`config.mk`:
```
export PLATFORM = sky130hd
export DESIGN_NAME = instr_fetch_unit
export DESIGN_NICKNAME = d
export VERILOG_FILES = /design/src/rtl/instr_fetch_unit.sv
export SDC_FILE = /design/constraint.sdc
export NUM_CORES = 1
export LEC_CHECK = 0
export CORE_AREA = 2 2 134 136
export CTS_CLUSTER_SIZE = 24
export DETAILED_ROUTE_END_ITERATION = 12
export DIE_AREA = 0 0 136 138
export PLACE_DENSITY = 0.68
export SLEW_MARGIN = 10
export SYNTH_ARGS = -nofsm -noshare
export SYNTH_HDL_FRONTEND = slang
export SYNTH_SLANG_ARGS = --single-unit
export TNS_END_PERCENT = 100
```
`constraint.sdc`:
```
create_clock -name clk -period 4.4 [get_ports clk]
set_clock_uncertainty 0.2 [all_clocks]
set_input_delay 1.1 -clock clk [delete_from_list [all_inputs] [get_ports clk]]
set_output_delay 1.1 -clock clk [all_outputs]
set_load 0.05 [all_outputs]
```
`src/rtl/instr_fetch_unit.sv`:
```
// Instruction fetch unit: single-outstanding-request fetcher with branch redirect and drain.
// Optional fetch_count performance counter is enabled by defining IFU_PERF_CNT_EN.
module instr_fetch_unit #(
  parameter logic [31:0] RESET_PC = 32'h0000_0000
) (
  input  logic        clk,
  input  logic        rst_n,
  output logic        imem_req,
  output logic [31:0] imem_addr,
  input  logic        imem_ack,
  input  logic [31:0] imem_rdata,
  output logic        if_valid,
  output logic [31:0] if_instr,
  output logic [31:0] if_pc,
  input  logic        id_ready,
  input  logic        branch_taken,
  input  logic [31:0] branch_target
`ifdef IFU_PERF_CNT_EN
  ,
  output logic [31:0] fetch_count
`endif
);

  localparam logic [31:0] RESET_PC_ALIGNED = {RESET_PC[31:2], 2'b00};
  localparam logic [31:0] NOP_INSTR        = 32'h0000_0013;

  typedef enum logic [1:0] {
    IDLE  = 2'd0,
    FETCH = 2'd1,
    VALID = 2'd2,
    DRAIN = 2'd3
  } state_t;

  state_t      r_state,     w_state;
  logic        r_idle_done, w_idle_done;
  logic [31:0] r_next_pc,   w_next_pc;
  logic [31:0] r_target,    w_target;
  logic [31:0] r_if_instr,  w_if_instr;
  logic [31:0] r_if_pc,     w_if_pc;
  logic [31:0] w_target_aligned;

  assign w_target_aligned = {branch_target[31:2], 2'b00};

  // NOTE: every state register is updated with <= so all flops sample the
  // same pre-edge values; blocking here would create order-dependent logic.
  always_ff @(posedge clk or negedge rst_n) begin
    if (!rst_n) begin
      r_state     <= IDLE;
      r_idle_done <= 1'b0;
      r_next_pc   <= RESET_PC_ALIGNED;
      r_target    <= 32'h0000_0000;
      r_if_instr  <= NOP_INSTR;
      r_if_pc     <= 32'h0000_0000;
    end else begin
      r_state     <= w_state;
      r_idle_done <= w_idle_done;
      r_next_pc   <= w_next_pc;
      r_target    <= w_target;
      r_if_instr  <= w_if_instr;
      r_if_pc     <= w_if_pc;
    end
  end

  // NOTE: each w_ signal gets its hold value first, so no path through the
  // case statement can leave it unassigned and infer a latch.
  always_comb begin
    w_state     = r_state;
    w_idle_done = r_idle_done;
    w_next_pc   = r_next_pc;
    w_target    = r_target;
    w_if_instr  = r_if_instr;
    w_if_pc     = r_if_pc;
    unique case (r_state)
      IDLE: begin
        // First edge after reset only arms the flag; FETCH starts on the second.
        w_idle_done = 1'b1;
        if (branch_taken) w_next_pc = w_target_aligned;
        if (r_idle_done)  w_state   = FETCH;
      end
      FETCH: begin
        if (branch_taken) begin
          if (imem_ack) begin
            w_next_pc = w_target_aligned;
          end else begin
            w_target = w_target_aligned;
            w_state  = DRAIN;
          end
        end else if (imem_ack) begin
          w_if_instr = imem_rdata;
          w_if_pc    = r_next_pc;
          w_next_pc  = r_next_pc + 32'd4;
          w_state    = VALID;
        end
      end
      VALID: begin
        if (branch_taken) begin
          w_next_pc = w_target_aligned;
          w_state   = FETCH;
        end else if (id_ready) begin
          w_state = FETCH;
        end
      end
      DRAIN: begin
        // The old request is still in flight; its data is dropped on arrival.
        if (branch_taken) begin
          if (imem_ack) begin
            w_next_pc = w_target_aligned;
            w_state   = FETCH;
          end else begin
            w_target = w_target_aligned;
          end
        end else if (imem_ack) begin
          w_next_pc = r_target;
          w_state   = FETCH;
        end
      end
      default: w_state = IDLE;
    endcase
  end

  assign imem_req  = (r_state == FETCH) || (r_state == DRAIN);
  assign imem_addr = imem_req ? r_next_pc : 32'h0000_0000;
  assign if_valid  = (r_state == VALID);
  assign if_instr  = r_if_instr;
  assign if_pc     = r_if_pc;

`ifdef IFU_PERF_CNT_EN
  logic [31:0] r_fetch_count;

  always_ff @(posedge clk or negedge rst_n) begin
    if (!rst_n) begin
      r_fetch_count <= 32'h0000_0000;
    end else if (if_valid && id_ready && !branch_taken) begin
      r_fetch_count <= r_fetch_count + 32'd1;
    end
  end

  assign fetch_count = r_fetch_count;
`endif

endmodule
```
After elaboration in Yosys (flattened, before gate mapping)
Index checks and enable logic that the tools add are counted.
- reduce and logical (&&, ||, !) cells: 8
- bitwise gates (word level): 2
- $add $sub $neg: 1
- equal/unequal tests: 10
- mux-type cells: 16
- operator list (kind ; number):
    $mux W32 ; 7
    $pmux W32 S3 ; 1
    $add A32 B3 Y32 const B ; 1
    $mux W2 ; 7
    $ne A3 B3 Y1 const B ; 3
    $reduce_and A3 Y1 ; 3
    $pmux W2 S4 ; 1
    $reduce_and A5 Y1 ; 1
    $eq A2 B2 Y1 const B ; 2
    $ne A2 B2 Y1 const B ; 2
    $reduce_or A2 Y1 ; 2
    $ne A3 B1 Y1 const B ; 1
    $eq A2 B1 Y1 const B ; 1
    $logic_not A2 Y1 ; 1
    $ne A2 B1 Y1 const B ; 1
    $not A1 Y1 ; 2
    $logic_or A1 B1 Y1 ; 1
- word-level logic and storage cells: 43
- bits in registers: 129
- output and inout bits: 98
- input bits: 69

Logic depth before layout (Yosys ltp)
Gate-level depths: netlist of the first run.
- depth after elaboration: 4
- mapped depth: 8
- depth with buffers taken out: 6

Least setup slack after synthesis of the first run
Ideal clock, no wire load.
- kind: flip-flop to output port
- start point: register r_state[1]
- end point: output if_valid
- data arrival time: 1907 ps
- setup slack: 1193 ps
- data required time: 3100 ps
- cell stages (with the launch flop): 5
- buffers on the path: 3
- path through: dfrtp_1 -> clkbuf_1 -> clkbuf_1 -> buf_1 -> nor2b_1
- cells in the longest elaborated chain, start to end: 1
- RTL lines (what ; line ; RTL):
    from (decl) ; 34 ; state_t r_state, w_state;
    from (signal assigned) ; 55 ; r_state <= w_state;
    $eq A2 B2 Y1 ; 123 ; assign if_valid = (r_state == VALID);
    to (decl) ; 12 ; output logic if_valid,
Every way passes these cells.

Worst setup path in the final report of the first run
- start point: register r_state[0]
- end point: output imem_addr[26]
- cells in the longest elaborated chain, start to end: 3
- elaborated cells on any way between the ends: 4
- classes of those cells: eq/ne: 2; mux: 1; reduce/logical: 1
- RTL lines (what ; line ; RTL):
    $eq A2 B1 Y1 / $eq A2 B2 Y1 (equally long branches) ; 121 ; assign imem_req = (r_state == FETCH) || (r_state == DRAIN);
    $logic_or A1 B1 Y1 * ; 121 ;
    $mux W32 * ; 122 ; assign imem_addr = imem_req ? r_next_pc : 32'h0000_0000;
    to (decl) ; 9 ; output logic [31:0] imem_addr,
Mark *: on every way between the ends. The rest lies on a longest branch, timed or not.

==> reports/results.txt, run 1 <==
Area contributors post-synth = dfrtp_1, nand2_1, mux2_2
Static Leak = 3.95 nW
Area leader, netlist = dfrtp_1
Proportion of synthesized area in mux cells = 6.46%
CTS tree = yes
Top cells by count, synth = nand2_1, dfrtp_1, o21ai_0
Ant diodes = 0
Fraction of layout cells with a size suffix above 1 = 11.3%
EDFF count, synth = 0
Run status = finished clean
Initial antenna violation count = 0
GRT Total Usage = 22.2%
CORE AREA = 17500 um^2
Routed Antenna Nets = 0
HP Class = reg2reg
Drt initial violations = 569
Worst skew pair latency = 0.43 ns
Async SR Flop Fraction = 100%
Die extent in x = 136 um
Longest Clk Path Bufs = 2
Measured slew at the worst slew-check pin = 0.851 ns
Die ar. = 18800 um^2
RSZ-0062 raised after global routing = false
Post-synthesis cell area = 6780 um^2
Pwr dens = 651 nW/um^2
Layout area overhead = 34.9%
Fin crit period = 3.46 ns
Post-synthesis register bit count = 129
GRT Residual Overflow = 0
# H-tree levels = 4
Power Total = 5.96 mW
Worst Setup Start Kind = flip-flop
DR pass1 iterations = 6
Synth Area per Inst = 8.92 um^2
Achievable Freq = 289 MHz
Die H = 138 um
Critical Path AT = 2.16 ns
Period utilization = 78.6%
Kind of critical path = reg2out
Final Setup Violations = 0
CP Max Fanout = 16
First-pass GRT wire length = 32.4 mm
Post-CTS setup buffers = 0
Io pins = 167
Post_cts resized = 0
Row count = 49
Post-DP HPWL = 14.0 mm
Top_reg_cell synth = dfrtp_1
Max-slew violation count = 0
Rel. slew slack = 43.3%
Initial core utilization = 38.7%
CTS sink cnt = 129
# DRC = 0
Seq/Total Area, Yosys = 47.6%
Post-synth cell types = 70
Nature of the critical path endpoint = output port
XOR/XNOR Fraction of Synth Area = 2.20%
Top-area cell type share of the netlist area = 46.5%
Setup_tns = 0 ns
Via count = 6193
Vias in the first global route = 5778
Hold_buf cts = 0
Clk slew on worst S/H paths = 0.06 ns
Largest net degree at the start of global routing = 66
Main combinational cell family by area after synthesis = simple AND/OR/NAND/NOR gates
Final Hold Fails = 0
WL/cell = 17.6 um
IO Port Bufs = 164
Clock root cell = clkbuf_16
Gate Count Post-Synth = 760
WP data required = 3.10 ns
Synth Area in Adders = 0.184%
Max-cap violations = 0
Fraction of the mapped netlist area in simple logic gates = 23.9%
Warnings, synthesis = 0
Post-synthesis compound-gate area fraction = 14.6%
Via density = 5.42
Total CTS buffers = 17
Worst vdd ir = 356 uV
Syn Nets = 830
Post-layout nets = 970
Gpl congestion = 0.885
Total Routed Length = 20.1 mm
Most frequent cell after synthesis = nand2_1
[state kept, by name, indices dropped and copies added (netlist names)]
signal	flops
if_instr	32
if_pc	32
r_idle_done	1
r_next_pc	32
r_state	2
r_target	30
[cells by family after synthesis]
family          count (synthesis)
buf+inv                        74
xor+xnor                       17
flops                         129
mux                            40
fa+ha+maj                       1
compound gates                145
simple gates                  354
[worst paths after layout]
kind | startpoint | end | slack [ns] | cells past startpoint
worst max register to register | r_state[0]$_DFFE_PN0P_ | r_next_pc[13]$_DFFE_PN0P_ | 1.84 | 6
max in group asynchronous | rst_n | r_target[15]$_DFFE_PN0P_ | 2.57 | 2
worst min-delay path | if_instr[0]$_DFFE_PN1P_ | if_instr[0]$_DFFE_PN1P_ | 0.26 | 2
worst max-delay path | r_state[0]$_DFFE_PN0P_ | imem_addr[26] | 0.94 | 3
worst min register to register | if_instr[0]$_DFFE_PN1P_ | if_instr[0]$_DFFE_PN1P_ | 0.26 | 2
min in group asynchronous | rst_n | if_instr[21]$_DFFE_PN0P_ | 0.58 | 1
[placed cells by master (no fill, tap or decap), types with 7 or more instances in the layout]
master and n:
dfrtp_1 125, inv_1 9, and2_1 30, clkbuf_16 17, o21ai_0 37, and3_1 10
nand3_1 13, mux2_2 30, a21oi_1 20, xnor2_1 11, mux2i_1 10, clkdlybuf4s50_1 162
buf_4 18, nor2_1 35, clkinv_2 7, a211oi_1 7, nand2_1 209, a22oi_1 7
nor3_1 13, nand4_1 9, o22ai_1 18, a221oi_1 10
[layer usage]
layer  up-vias  global-route usage [%]  wire length, um
li1       2921                       -                -
met1      2977                    30.4             8580
met2       249                    34.5             9560
met3        46                    4.07             1380
met4         0                    9.48              561
met5         -                       0                0
[critical path: stages (launching register included)]
cell	delay, ns
dfrtp_2	0.40
inv_1	0.45
nor2_1	0.14
clkdlybuf4s50_1	0.73
[cell type report]
cell class	instances	area, um^2
clock buffer	17	425
multi-input combinational	557	3220
inverter	11	41.3
timing repair buffer	184	1820
clock inverter	15	120
sequential	129	3230
fill	1653	8390
tap	229	287
[metrics by stage]
step / hold slack [ns] / setup WS [ns] / util [%] / std cells / cell area (um^2)
after floorplan: 0.242 / 1.19 / - / 760 / 6780
after global placement: 0.247 / 0.919 / 49.1 / 1110 / 8600
after detailed placement: 0.251 / 0.908 / 49.1 / 1110 / 8600
after CTS: 0.261 / 0.931 / 52.2 / 1142 / 9150
after global routing: 0.283 / 0.857 / 52.2 / 1142 / 9150
final: 0.259 / 0.943 / 52.2 / 1142 / 9150
[where the power goes]
group | total (mW) | internal, mW | switching (mW)
registers | 1.89 | 1.55 | 0.334
clock network | 1.32 | 0.769 | 0.551
logic | 2.75 | 0.954 | 1.80
Note: power is estimated with default switching activity, not from simulation.
==> run 2, diff against run 1 <==
clock period = 3.2 ns   (was 4.4 ns; I/O delays follow)
==> run 2 against run 1 <==
Compared with the run above: sequential share of layout area is 0.59 points lower; largest cell class unchanged; clock power rose by 61%; critical path depth did not move; cell count rose by 0.61%; combinational power grew 40%; via count increased by 1.1%; global-route usage rose by 0.078 points; sequential power rose by 38%; first-iteration DRC count fell by 1.9%; utilization up 0.89 points.
==> reports/results.txt, run 2 (synthesis results as in run 1) <==
Row count = 49 (unchanged)
Io pins = 167 (unchanged)
Setup_tns = 0 ns (unchanged)
Top layer in use = met4
Power Total = 8.58 mW (+44%)
Slowest-stage cell, CP = dfrtp_2
Clock share of power = 24.7% (+2.5 points)
Fraction of layout cells with a size suffix above 1 = 15.7% (+4.4 points)
Measured slew at the worst slew-check pin = 0.665 ns (-0.186 ns)
GRT Residual Overflow = 0 (unchanged)
GRT Total Usage = 22.3% (+0.078 points)
FILL cells = 1654 (+0.060%)
Largest net degree at the start of global routing = 75 (+14%)
Total Routed Length = 20.6 mm (+2.4%)
Commonest non-fill, non-tap cells in the layout = nand2_1, clkdlybuf4s50_1, dfrtp_1, buf_4, o21ai_0
Worst skew pair latency = 0.42 ns (about the same)
Met1 wire length = 9.04 mm (+5.4%)
HP Class = in2async
Post_cts resized = 0 (unchanged)
Final Setup Violations = 0 (unchanged)
Comb power frac = 44.9% (-1.2 points)
R2R cell count = 5 (-1)
First-pass GRT wire length = 32.7 mm (+0.98%)
Via count = 6264 (+1.1%)
Post-CTS setup buffers = 0 (unchanged)
Period utilization = 87.8%
Drt initial violations = 558 (-1.9%)
Initial core utilization = 38.7% (unchanged)
Die extent in x = 136 um (unchanged)
Post-DP HPWL = 14.0 mm (+0.14%)
Routed Antenna Nets = 0 (unchanged)
IO Port Bufs = 164 (unchanged)
Nature of the critical path endpoint = output port
Fin crit period = 2.81 ns
WP data required = 2.20 ns (-0.90 ns)
CTS sink cnt = 129 (unchanged)
Kind of critical path = reg2out
Vias in the first global route = 5905 (+2.2%)
Switching share of power = 43.3% (-1.7 points)
Reg power frac = 30.3% (-1.4 points)
Slowest Stage Delay on Critical Path = 0.51 ns (-0.22 ns)
Achievable Freq = 356 MHz
Fin worst setup slack = 0.391 ns (-0.552 ns)
Clk slew on worst S/H paths = 0.06 ns (about the same)
CORE AREA = 17500 um^2 (unchanged)
RSZ-0062 raised after global routing = false
Worst Setup Slack post-DPL = 0.239 ns (-0.669 ns)
Static Leak = 4.10 nW (+3.8%)
Clock root cell = clkbuf_16
Pwr dens = 922 nW/um^2 (+42%)
# H-tree levels = 4 (unchanged)
Longest Clk Path Bufs = 2 (unchanged)
WL/cell = 17.9 um (+1.8%)
Layout area overhead = 37.2%
CTS tree = yes
Switching power = 3.72 mW (+39%)
Commonest non-fill, non-tap cell in the layout = nand2_1
Met2 Routed Length = 9.77 mm (+2.2%)
Rel. slew slack = 55.3% (+12 points)
Initial antenna violation count = 0 (unchanged)
Max-slew violation count = 0 (unchanged)
Pint = 4.86 mW (+48%)
Die ar. = 18800 um^2 (unchanged)
Run status = finished clean
Total CTS buffers = 17 (unchanged)
Ant diodes = 0 (unchanged)
# DRC = 0 (unchanged)
Final Hold Fails = 0 (unchanged)
Hold_buf cts = 0 (unchanged)
DR pass1 iterations = 6 (unchanged)
Die H = 138 um (unchanged)
Critical Path AT = 1.81 ns (-0.35 ns)
Post-layout nets = 977 (+0.72%)
Max-cap violations = 0 (unchanged)
Worst Setup Start Kind = flip-flop
Critical path, cell by cell = inv_1 > nor2_1 > buf_12
Via density = 5.45 (+0.53%)
Detail Route met3 WL = 1.33 mm (-4.1%)
CP Max Fanout = 17 (+1)
Worst vdd ir = 493 uV (+39%)
Gpl congestion = 0.870 (-1.6%)
==> run 2: stage by stage <==
stage	utilization [%]	instances	cell area, um^2	hold slack (ns)
floorplan	-	760	6780	0.242
global placement	49.4	1117	8660	0.248
detailed placement	49.4	1117	8660	0.254
CTS	53.1	1149	9300	0.193
global route	53.1	1149	9300	0.204
finish	53.1	1149	9300	0.178
==> run 2: area by class of cell <==
class / instances / area [um^2] / area share (%)
Clock buffer: 20 / 467 / 5.02
Tap cell: 229 / 287 / 3.08
Clock inverter: 12 / 180 / 1.94
Multi-Input combinational cell: 557 / 3220 / 34.6
Sequential cell: 129 / 3230 / 34.7
Inverter: 11 / 41.3 / 0.444
Timing Repair Buffer: 191 / 1880 / 20.2
==> run 2: final timing paths <==
kind	slack (ns)	start	endpoint
setup / recovery	0.39	r_state[0]$_DFFE_PN0P_	imem_addr[25]
hold / removal	0.18	rst_n	if_instr[26]$_DFFE_PN0P_
setup reg to reg	0.75	r_next_pc[11]$_DFFE_PN0P_	r_next_pc[26]$_DFFE_PN0P_
hold reg to reg	0.26	if_instr[1]$_DFFE_PN1P_	if_instr[1]$_DFFE_PN1P_
max in group asynchronous	2.24	rst_n	r_state[0]$_DFFE_PN0P_
min in group clk	0.26	if_instr[1]$_DFFE_PN1P_	if_instr[1]$_DFFE_PN1P_
==> run 2: power groups by stage <==
stage	logic [mW]	clock network [mW]	registers, mW
after floorplan	1.55	0	3.52
after global placement	3.83	0	2.60
after detailed placement	3.86	0	2.62
after CTS	3.87	2.15	2.59
after global routing	4.09	2.23	2.67
final	3.85	2.12	2.60
==> run 2: critical path: cells and delay by family (launching register included) <==
family	cells	cell delay [ns]
buffers and inverters	2	0.69
and+or+nand+nor	1	0.18
DFF	1	0.51
==> run 2: layer usage <==
metal / GRT usage (%) / up-vias
met5: 0 / -
met4: 7.79 / 0
met3: 3.63 / 38
met2: 34.5 / 275
met1: 31.6 / 3014
li1: - / 2937
==> run 3, diff against run 2 <==
CORE_AREA = 10 10 142 144   (was 2 2 134 136)
DIE_AREA = 0 0 152 154   (was 0 0 136 138)
SLEW_MARGIN = not set   (was 10)
==> run 3 against run 2 <==
Compared with the run above: worst hold slack got worse by 0.044 ns; largest cell class unchanged; sequential cell count did not move; die area is 25% higher; highest routed layer unchanged; combinational power rose by 2%.
==> reports/results.txt, run 3 (synthesis results as in run 1) <==
Post-CTS setup buffers = 0 (unchanged)
Vias in the first global route = 6165 (+4.4%)
Worst Setup Slack post-DPL = 0.127 ns (-0.112 ns)
Drt initial violations = 741 (+33%)
RSZ-0062 raised after global routing = false
Gpl congestion = 0.905 (+4.0%)
Ant diodes = 0 (unchanged)
Nature of the critical path endpoint = output port
Post_cts resized = 0 (unchanged)
Die ar. = 23400 um^2 (+25%)
Die extent in x = 152 um (+12%)
GRT Total Usage = 18.6% (-3.7 points)
Achievable Freq = 360 MHz (+1.0%)
Row count = 48 (-2.0%)
IO Port Bufs = 164 (unchanged)
Top layer in use = met4
Power Total = 8.75 mW (+2.1%)
Slowest-stage cell, CP = dfrtp_2
Largest net degree at the start of global routing = 75 (unchanged)
CP Max Fanout = 20 (+3)
Pwr dens = 936 nW/um^2 (+1.6%)
Layout area overhead = 37.9%
DR pass1 iterations = 6 (unchanged)
R2R cell count = 5 (unchanged)
Via density = 5.49 (+0.77%)
Initial antenna violation count = 0 (unchanged)
CTS sink cnt = 129 (unchanged)
Comb power frac = 44.7% (-0.2 points)
Initial core utilization = 39.5% (+0.81 points)
CORE AREA = 17200 um^2 (-2.0%)
Io pins = 167 (unchanged)
Kind of critical path = reg2out
Max-slew violation count = 0 (unchanged)
Critical path, cell by cell = inv_1 > nor2_1 > buf_12
Final Hold Fails = 0 (unchanged)
Commonest non-fill, non-tap cell in the layout = nand2_1
WP depth = 3 (unchanged)
Routed Antenna Nets = 0 (unchanged)
Max-cap violations = 0 (unchanged)
Setup_tns = 0 ns (unchanged)
# DRC = 0 (unchanged)
Longest Clk Path Bufs = 2 (unchanged)
Reg power frac = 29.6% (-0.7 points)
WL/cell = 19.3 um (+8.0%)
Via count = 6312 (+0.77%)
Slowest Stage Delay on Critical Path = 0.58 ns (+0.07 ns)
Clk slew on worst S/H paths = 0.06 ns (about the same)
Switching power = 3.77 mW (+1.4%)
Worst vdd ir = 467 uV (-5.4%)
Critical Path AT = 1.78 ns (-0.03 ns)
Area of the multi-input gates = 3220 um^2 (unchanged)
Fraction of layout cells with a size suffix above 1 = 15.8% (+0.15 points)
Post-DP HPWL = 16.1 mm (+15%)
HP Class = in2async
Static Leak = 4.13 nW (+0.60%)
Measured slew at the worst slew-check pin = 0.700 ns (+0.0356 ns)
FF+latch area = 3230 um^2 (unchanged)
WP data required = 2.20 ns (about the same)
CTS tree = yes
Met2 Routed Length = 11.0 mm (+13%)
Commonest non-fill, non-tap cells in the layout = nand2_1, clkdlybuf4s50_1, dfrtp_1, buf_4, o21ai_0
Total CTS buffers = 17 (unchanged)
Fin crit period = 2.78 ns (-0.0280 ns)
Clock root cell = clkbuf_16
Pint = 4.99 mW (+2.6%)
CP delay by family, top = flip-flops
GRT Residual Overflow = 0 (unchanged)
Detail Route met3 WL = 1.73 mm (+31%)
Fin worst setup slack = 0.419 ns (+0.0280 ns)
# H-tree levels = 4 (unchanged)
Post-layout nets = 981 (+0.41%)
Hold_buf cts = 0 (unchanged)
Buf/Inv on CP = 2 (unchanged)
Worst skew pair latency = 0.43 ns (about the same)
Rel. slew slack = 53.2% (-2.1 points)
Final Setup Violations = 0 (unchanged)
First-pass GRT wire length = 35.4 mm (+8.2%)
Die H = 154 um (+12%)
FILL cells = 1562 (-5.6%)
Worst Setup Start Kind = flip-flop
Clock share of power = 25.7% (+1.0 points)
Met1 wire length = 9.14 mm (+1.1%)
Total Routed Length = 22.2 mm (+8.0%)
Period utilization = 86.9% (-0.87 points)
Run status = finished clean
Switching share of power = 43.1% (-0.29 points)
run 3: cell count changes in the layout (fill, tap and decap cells not counted):
cell and delta:
buf_6 +1, buf_4 +4, bufinv_16 +2, clkinv_2 -2, clkbuf_1 +2, clkbuf_8 -2, buf_12 -1
run 3: through the flow:
stage / hold WS [ns] / utilization [%] / area (um^2) / std cells
after floorplan: 0.242 / - / 6780 / 760
after global placement: 0.249 / 50.5 / 8670 / 1117
after detailed placement: 0.255 / 50.5 / 8670 / 1117
after CTS: 0.148 / 54.4 / 9350 / 1149
after global routing: 0.161 / 54.4 / 9350 / 1149
final: 0.134 / 54.4 / 9350 / 1149
run 3: final timing paths:
check | startpoint | endpoint | slack, ns
min reg2reg | if_instr[1]$_DFFE_PN1P_ | if_instr[1]$_DFFE_PN1P_ | 0.26
max in group asynchronous | rst_n | r_next_pc[19]$_DFFE_PN0P_ | 1.98
min | rst_n | r_target[7]$_DFFE_PN0P_ | 0.13
min in group clk | if_instr[1]$_DFFE_PN1P_ | if_instr[1]$_DFFE_PN1P_ | 0.26
max reg2reg | r_next_pc[11]$_DFFE_PN0P_ | r_next_pc[26]$_DFFE_PN0P_ | 0.80
max | r_state[0]$_DFFE_PN0P_ | imem_addr[26] | 0.42
run 3: layout make-up:
class	count	area share [%]
sequential	129	34.6
tap	225	3.01
clock inverter	12	2.46
timing repair buffer	195	20.3
clock buffer	20	4.78
multi-input combinational	557	34.4
inverter	11	0.442
run 3: routing by layer:
| layer | vias to the layer above | GRT usage [%] |
|---|---|---|
| met5 | - | 0 |
| met3 | 22 | 4.66 |
| li1 | 2946 | - |
| met1 | 3050 | 23.5 |
| met2 | 294 | 30.5 |
| met4 | 0 | 5.69 |
run 3: power groups by stage:
stage	clock [mW]	combinational, mW	sequential (mW)
CTS	2.28	3.95	2.58
global placement	0	3.90	2.59
finish	2.25	3.91	2.59
global route	2.36	4.15	2.66
floorplan	0	1.55	3.52
detailed placement	0	3.94	2.61
